## config.mk

```make
export PLATFORM = sky130hd
export DESIGN_NAME = hazard_stall_ctrl
export DESIGN_NICKNAME = d
export VERILOG_FILES = /design/src/rtl/hazard_pkg.sv /design/src/rtl/hazard_stall_ctrl_mc_seq.sv /design/src/rtl/hazard_stall_ctrl.sv
export SDC_FILE = /design/constraint.sdc
export NUM_CORES = 1
export LEC_CHECK = 0
export CORE_AREA = 2 2 44 46
export CTS_BUF_LIST = sky130_fd_sc_hd__clkbuf_8
export CTS_CLUSTER_DIAMETER = 120
export CTS_CLUSTER_SIZE = 12
export DETAILED_ROUTE_END_ITERATION = 6
export DIE_AREA = 0 0 46 48
export PLACE_DENSITY = 0.82
export SKIP_LAST_GASP = 1
export SLEW_MARGIN = 5
export SYNTH_ARGS = -nofsm -noshare
export SYNTH_HDL_FRONTEND = slang
export SYNTH_SLANG_ARGS = --single-unit
export TNS_END_PERCENT = 1
```

## constraint.sdc

```tcl
create_clock -name clk -period 2.05 [get_ports clk]
set_input_delay 0.205 -clock clk [delete_from_list [all_inputs] [get_ports clk]]
set_output_delay 0.205 -clock clk [all_outputs]
set_load 0.02 [all_outputs]
```

## src/rtl/hazard_pkg.sv

```systemverilog
// hazard_pkg: shared types and defaults for the pipeline hazard controller.
// Also supplies the RegAddrBus register-address range macro.
`ifndef RegAddrBus
`define RegAddrBus 4:0
`endif

package hazard_pkg;

  localparam int MC_LAT_DEF = 8;
  localparam int CNT_W_DEF  = 6;

  typedef enum logic [0:0] {MC_IDLE, MC_BUSY} mc_state_e;

  typedef struct packed {
    logic pc_write;
    logic if_id_write;
    logic id_exe_write;
    logic exe_mem_write;
    logic mem_wb_write;
    logic if_id_flush;
    logic id_exe_flush;
    logic exe_mem_flush;
  } hz_ctrl_t;

  localparam hz_ctrl_t CTRL_RUN = '{
    pc_write:      1'b1,
    if_id_write:   1'b1,
    id_exe_write:  1'b1,
    exe_mem_write: 1'b1,
    mem_wb_write:  1'b1,
    if_id_flush:   1'b0,
    id_exe_flush:  1'b0,
    exe_mem_flush: 1'b0
  };

endpackage

```

## src/rtl/hazard_stall_ctrl_mc_seq.sv

```systemverilog
// mc_seq: latency sequencer for multi-cycle EXE ops (MUL/DIV/FDIV).
// Holds state and counter whenever the memory system stalls.
module mc_seq
  import hazard_pkg::*;
#(
  parameter int MC_LAT = MC_LAT_DEF,
  parameter int CNT_W  = CNT_W_DEF
) (
  input  logic clk,
  input  logic rst,
  input  logic start_i,
  input  logic hold_i,
  output logic stall_o,
  output logic busy_o,
  output logic done_o
);

  localparam bit MULTI = (MC_LAT > 1);
  localparam logic [CNT_W-1:0] CNT_LOAD =
    CNT_W'(MULTI ? MC_LAT - 2 : 0);

  mc_state_e        state_q, state_d;
  logic [CNT_W-1:0] cnt_q, cnt_d;

  always_ff @(posedge clk) begin
    if (rst) begin
      state_q <= MC_IDLE;
      cnt_q   <= '0;
    end else begin
      state_q <= state_d;
      cnt_q   <= cnt_d;
    end
  end

  always_comb begin
    state_d = state_q;
    cnt_d   = cnt_q;
    if (!hold_i) begin
      unique case (state_q)
        MC_IDLE: begin
          if (start_i && MULTI) begin
            state_d = MC_BUSY;
            cnt_d   = CNT_LOAD;
          end
        end
        MC_BUSY: begin
          if (cnt_q == '0) state_d = MC_IDLE;
          else             cnt_d   = cnt_q - 1'b1;
        end
      endcase
    end
  end

  // The start cycle itself already counts as a stalled EXE cycle.
  always_comb begin
    stall_o = 1'b0;
    busy_o  = 1'b0;
    done_o  = 1'b0;
    if (!rst) begin
      unique case (state_q)
        MC_IDLE: begin
          busy_o  = start_i;
          stall_o = start_i && MULTI;
          done_o  = start_i && !MULTI;
        end
        MC_BUSY: begin
          busy_o  = 1'b1;
          stall_o = (cnt_q != '0);
          done_o  = (cnt_q == '0);
        end
      endcase
    end
  end

endmodule

```

## src/rtl/hazard_stall_ctrl.sv

```systemverilog
// hazard_stall_ctrl: load-use detection and stall/flush merging.
// Optional perf counters enabled by defining HAZARD_PERF_CNT_EN.
module hazard_stall_ctrl
  import hazard_pkg::*;
#(
  parameter int MC_LAT = MC_LAT_DEF,
  parameter int CNT_W  = CNT_W_DEF
) (
  input  logic              clk,
  input  logic              rst,
  input  logic [`RegAddrBus] ID_rs1_addr,
  input  logic [`RegAddrBus] ID_rs2_addr,
  input  logic              ID_rs1_fp,
  input  logic              ID_rs2_fp,
  input  logic              ID_rs1_used,
  input  logic              ID_rs2_used,
  input  logic [`RegAddrBus] EXE_rd_addr,
  input  logic              EXE_mem_read,
  input  logic              EXE_gen_reg_write,
  input  logic              EXE_fp_reg_write,
  input  logic              EXE_mc_start,
  input  logic              EXE_branch_taken,
  input  logic              IM_stall,
  input  logic              DM_stall,
  output logic              PC_write,
  output logic              IF_ID_write,
  output logic              ID_EXE_write,
  output logic              EXE_MEM_write,
  output logic              MEM_WB_write,
  output logic              IF_ID_flush,
  output logic              ID_EXE_flush,
  output logic              EXE_MEM_flush,
  output logic              mc_busy,
  output logic              mc_done
`ifdef HAZARD_PERF_CNT_EN
  ,
  output logic [31:0]       perf_stall_cyc,
  output logic [31:0]       perf_flush_cnt
`endif
);

  logic     memstall, mcstall;
  logic     rs1_hit, rs2_hit, lu;
  hz_ctrl_t ctrl;

  assign memstall = IM_stall | DM_stall;

  mc_seq #(
    .MC_LAT (MC_LAT),
    .CNT_W  (CNT_W)
  ) u_mc_seq (
    .clk     (clk),
    .rst     (rst),
    .start_i (EXE_mc_start),
    .hold_i  (memstall),
    .stall_o (mcstall),
    .busy_o  (mc_busy),
    .done_o  (mc_done)
  );

  // x0 is hardwired zero, f0 is a real register.
  assign rs1_hit = ID_rs1_used
                 && (ID_rs1_addr == EXE_rd_addr)
                 && (ID_rs1_fp ? EXE_fp_reg_write
                               : (EXE_gen_reg_write
                                  && ID_rs1_addr != '0));
  assign rs2_hit = ID_rs2_used
                 && (ID_rs2_addr == EXE_rd_addr)
                 && (ID_rs2_fp ? EXE_fp_reg_write
                               : (EXE_gen_reg_write
                                  && ID_rs2_addr != '0));
  assign lu = EXE_mem_read && (rs1_hit || rs2_hit);

  always_comb begin
    ctrl = CTRL_RUN;
    if (rst) begin
      ctrl = CTRL_RUN;
    end else if (memstall) begin
      ctrl = '0;
    end else if (mcstall) begin
      ctrl.pc_write      = 1'b0;
      ctrl.if_id_write   = 1'b0;
      ctrl.id_exe_write  = 1'b0;
      ctrl.exe_mem_flush = 1'b1;
    end else if (EXE_branch_taken) begin
      ctrl.if_id_flush  = 1'b1;
      ctrl.id_exe_flush = 1'b1;
    end else if (lu) begin
      ctrl.pc_write     = 1'b0;
      ctrl.if_id_write  = 1'b0;
      ctrl.id_exe_flush = 1'b1;
    end
  end

  assign PC_write      = ctrl.pc_write;
  assign IF_ID_write   = ctrl.if_id_write;
  assign ID_EXE_write  = ctrl.id_exe_write;
  assign EXE_MEM_write = ctrl.exe_mem_write;
  assign MEM_WB_write  = ctrl.mem_wb_write;
  assign IF_ID_flush   = ctrl.if_id_flush;
  assign ID_EXE_flush  = ctrl.id_exe_flush;
  assign EXE_MEM_flush = ctrl.exe_mem_flush;

`ifdef HAZARD_PERF_CNT_EN
  logic [31:0] perf_stall_q, perf_flush_q;

  always_ff @(posedge clk) begin
    if (rst) begin
      perf_stall_q <= '0;
      perf_flush_q <= '0;
    end else begin
      if (!ctrl.pc_write)
        perf_stall_q <= perf_stall_q + 32'd1;
      if (ctrl.if_id_flush | ctrl.id_exe_flush
          | ctrl.exe_mem_flush)
        perf_flush_q <= perf_flush_q + 32'd1;
    end
  end

  assign perf_stall_cyc = perf_stall_q;
  assign perf_flush_cnt = perf_flush_q;
`endif

endmodule

```

==> impl_metrics.py <==
metrics = {
    "timing": {
        "clock_skew_ns": 0.00129,
        "drv_slew": 0,
        "hold_viol_final": 0,
        "max_freq_ghz": 0.451,
        "setup_tns_ns": -0.366,
        "final_period_minus_worst_setup_slack_ns": 2.22,
        "slew_headroom": 0.762,
        "setup_viol": 5,
        "layout_worst_path_cycle_share": 1.08,
        "holdWs_ns": 0.515,
        "worst_pin_slew_ns": 0.353,
        "layout_setup_ws_ns": -0.166,
        "rsz0062_at_grt": "yes",
    },
    "detailed_routing": {
        "drt-initial-drc-count": 7,
        "antenna_left": 0,
        "route.detailed.drc": 0,
        "vias": 797,
        "drt_pass1_iterations": 4,
        "wirelength_um": 1930,
        "viasPerCell": 5.14,
        "wl_per_cell_um": 12.4,
    },
    "synthesis": {
        "syn-num-nets": 104,
        "syn_inst": 74,
        "avgSynthCellArea_sq_um": 8.34,
        "synth_area_leaders": "dfxtp_1 (23%), xor2_1 (11%), xnor2_1 (8.5%), nor4_1 (5.1%), nor2_1 (4.9%)",
        "synth.yosys.seq_area_share": 0.227,
        "yosysUniqueCellTypes": 29,
        "yosysTopAreaCell": "dfxtp_1",
        "yosysTopAreaCellShare": 0.227,
        "synth.ff_latch_count": 7,
        "yosysWarnings": 0,
        "netlist_area_sq_um": 617,
    },
    "setup_path": {
        "endpoint_kind": "primary output",
        "r2r-end": "u_mc_seq.cnt_q[3]",
        "r2r_slack_ns": 0.51,
        "cp_max_fo": 2,
        "worstSetupPathType": "input pin to primary output",
        "r2r-start": "u_mc_seq.cnt_q[0]",
        "crit_arrival_ns": 2.01,
        "required_ns": 1.85,
        "r2r.worst_path.cells": 8,
        "crit_start": "ID_rs2_addr[2]",
        "cp-start-kind": "input pin",
        "endpoint": "ID_EXE_flush",
    },
    "place": {
        "placedCellCount": 151,
        "dpl_cell_area_sq_um": 1180,
        "dp_slack_ns": -0.543,
        "hpwl_um": 1680,
        "port_buffers": 37,
        "gp_congestion": 0.791,
    },
    "hold_path": {
        "worstHoldStart": "u_mc_seq.cnt_q[5]",
        "min_path_cells": 2,
        "min_path_type": "flop to flop",
    },
    "clock_network": {
        "post_cts_buffers": 0,
        "cts_resized": 11,
        "h-tree-depth": 1,
        "clk_latency_ns": 0.23,
        "cts_buffer_depth": 2,
        "cts_root_buffer": "clkbuf_8",
        "cts_hold_buffers": 0,
        "cts_buffers": 3,
        "clock-sinks": 7,
        "cts.clk_slew.worst_paths_ns": 0.04,
        "cts_tree": "yes",
    },
    "die": {
        "initial_utilization": 0.365,
        "die_h_um": 48,
        "die_area_sq_um": 2210,
        "die_w_um": 46,
        "rows": 15,
        "io_pins": 38,
        "core_sq_um": 1690,
    },
    "finish": {
        "fillers": 145,
        "fin_nets": 169,
        "final_area_sq_um": 1220,
        "area.growth.synth_to_final_pct": 98.6,
        "layout-drive-gt1-share": 0.275,
        "instances_no_fill": 155,
        "num_antenna_cells": 0,
        "fin_util": 0.725,
        "multi_input_area_sq_um": 447,
        "regArea_sq_um": 140,
    },
    "run": {
        "maxCapViolCount": 0,
    },
    "pwr": {
        "ir_worst_vdd_mv": 0.324,
        "total_power_mw": 0.571,
        "leakagePower_nw": 0.533,
        "power_per_cell_area_nw_per_um2": 466,
    },
    "global_route": {
        "grt_pass1_vias": 784,
        "grt_pass1_wl_um": 3040,
        "antenna_found_initial": 0,
        "grt_overflow": 0,
        "grt_max_degree": 8,
        "globalRouteTotalUtil": 0.193,
    },
    "status": {
        "violations": "negative setup slack",
        "status": "finished, violations left",
    },
}
## how the worst min path moves through the flow
stage / to / slack (ns)
global route: u_mc_seq.cnt_q[5] / 0.56
detailed placement: u_mc_seq.cnt_q[5] / 0.50
CTS: u_mc_seq.cnt_q[5] / 0.52
global placement: u_mc_seq.cnt_q[5] / 0.50
finish: u_mc_seq.cnt_q[5] / 0.52
floorplan: u_mc_seq.cnt_q[2] / 0.28
## synthesized netlist by cell type
master,instances
o21a_1,1
nor3_2,1
nor4_1,5
nor3_1,5
a31o_2,1
mux2i_1,2
xnor2_1,6
xor2_1,8
nand3_1,2
inv_1,5
o221ai_4,1
or4_4,1
nand3b_1,1
nand2_1,4
buf_4,2
o21bai_1,1
o32ai_1,1
ha_1,2
a21boi_1,1
nor2_1,8
or3_4,1
and2_1,1
a22o_1,1
o21ai_0,2
dfxtp_1,7
o21ba_2,1
or4_1,1
a21oi_1,1
a32o_1,1
## worst max-delay path, cell delays in order
cell and delay, ns:
clkdlybuf4s50_1 0.42, or4_1 0.52, nor3_1 0.14, nor4_1 0.07, a22o_1 0.23, o21a_1 0.17, clkdlybuf4s15_2 0.25
## flip-flops by register name, summed over array words and instances, names as in the netlist
signal and count:
u_mc_seq.state_q 1, u_mc_seq.cnt_q 6
## per-layer routing
layer | GRT usage | vias up | wire [um]
li1 | - | 393 | -
met1 | 0.158 | 362 | 674
met2 | 0.433 | 38 | 1090
met3 | 0.0491 | 4 | 129
met4 | 0.0514 | 0 | 38
met5 | 0 | - | 0
## cell families (layout without fill, tap and decap cells)
kind of cell,Yosys count,count (layout),share of synthesized area
AO/OA/AOI/OAI,12,12,0.179
multiplexers,2,2,0.0325
AND/OR/NAND/NOR,30,30,0.268
buffers and inverters,7,71,0.0548
XOR/XNOR,14,14,0.199
flip-flops,7,7,0.227
adder cells (fa/ha/maj),2,2,0.0406
## cells in the final DEF (no fill, tap or decap), types with 2 or more instances in the layout
master / synthesis / final
nor4_1: 5 / 5
nor2_1: 8 / 8
xnor2_1: 6 / 6
buf_4: 2 / 25
nor3_1: 5 / 5
dfxtp_1: 7 / 7
clkbuf_8: 0 / 3
nand3_1: 2 / 2
buf_2: 0 / 2
inv_1: 5 / 6
mux2i_1: 2 / 2
xor2_1: 8 / 8
nand2_1: 4 / 4
dlymetal6s2s_1: 0 / 2
clkdlybuf4s50_1: 0 / 31
ha_1: 2 / 2
## cell type report
cell class / count / share of cell area
clock inverters: 1 / 0.00306
repair buffers: 62 / 0.451
inverters: 5 / 0.0153
flip-flops and latches: 7 / 0.114
well taps: 17 / 0.0174
clock buffers: 3 / 0.0337
multi-input cells: 60 / 0.365
## report_power, final
part | internal [mW] | switching (mW) | leakage [nW]
clock | 0.129 | 0.0603 | 0.0269
sequential | 0.146 | 0.00527 | 0.0572
combinational | 0.135 | 0.0943 | 0.449
total | 0.411 | 0.160 | 0.533
Power figures use the tool's default switching activity.
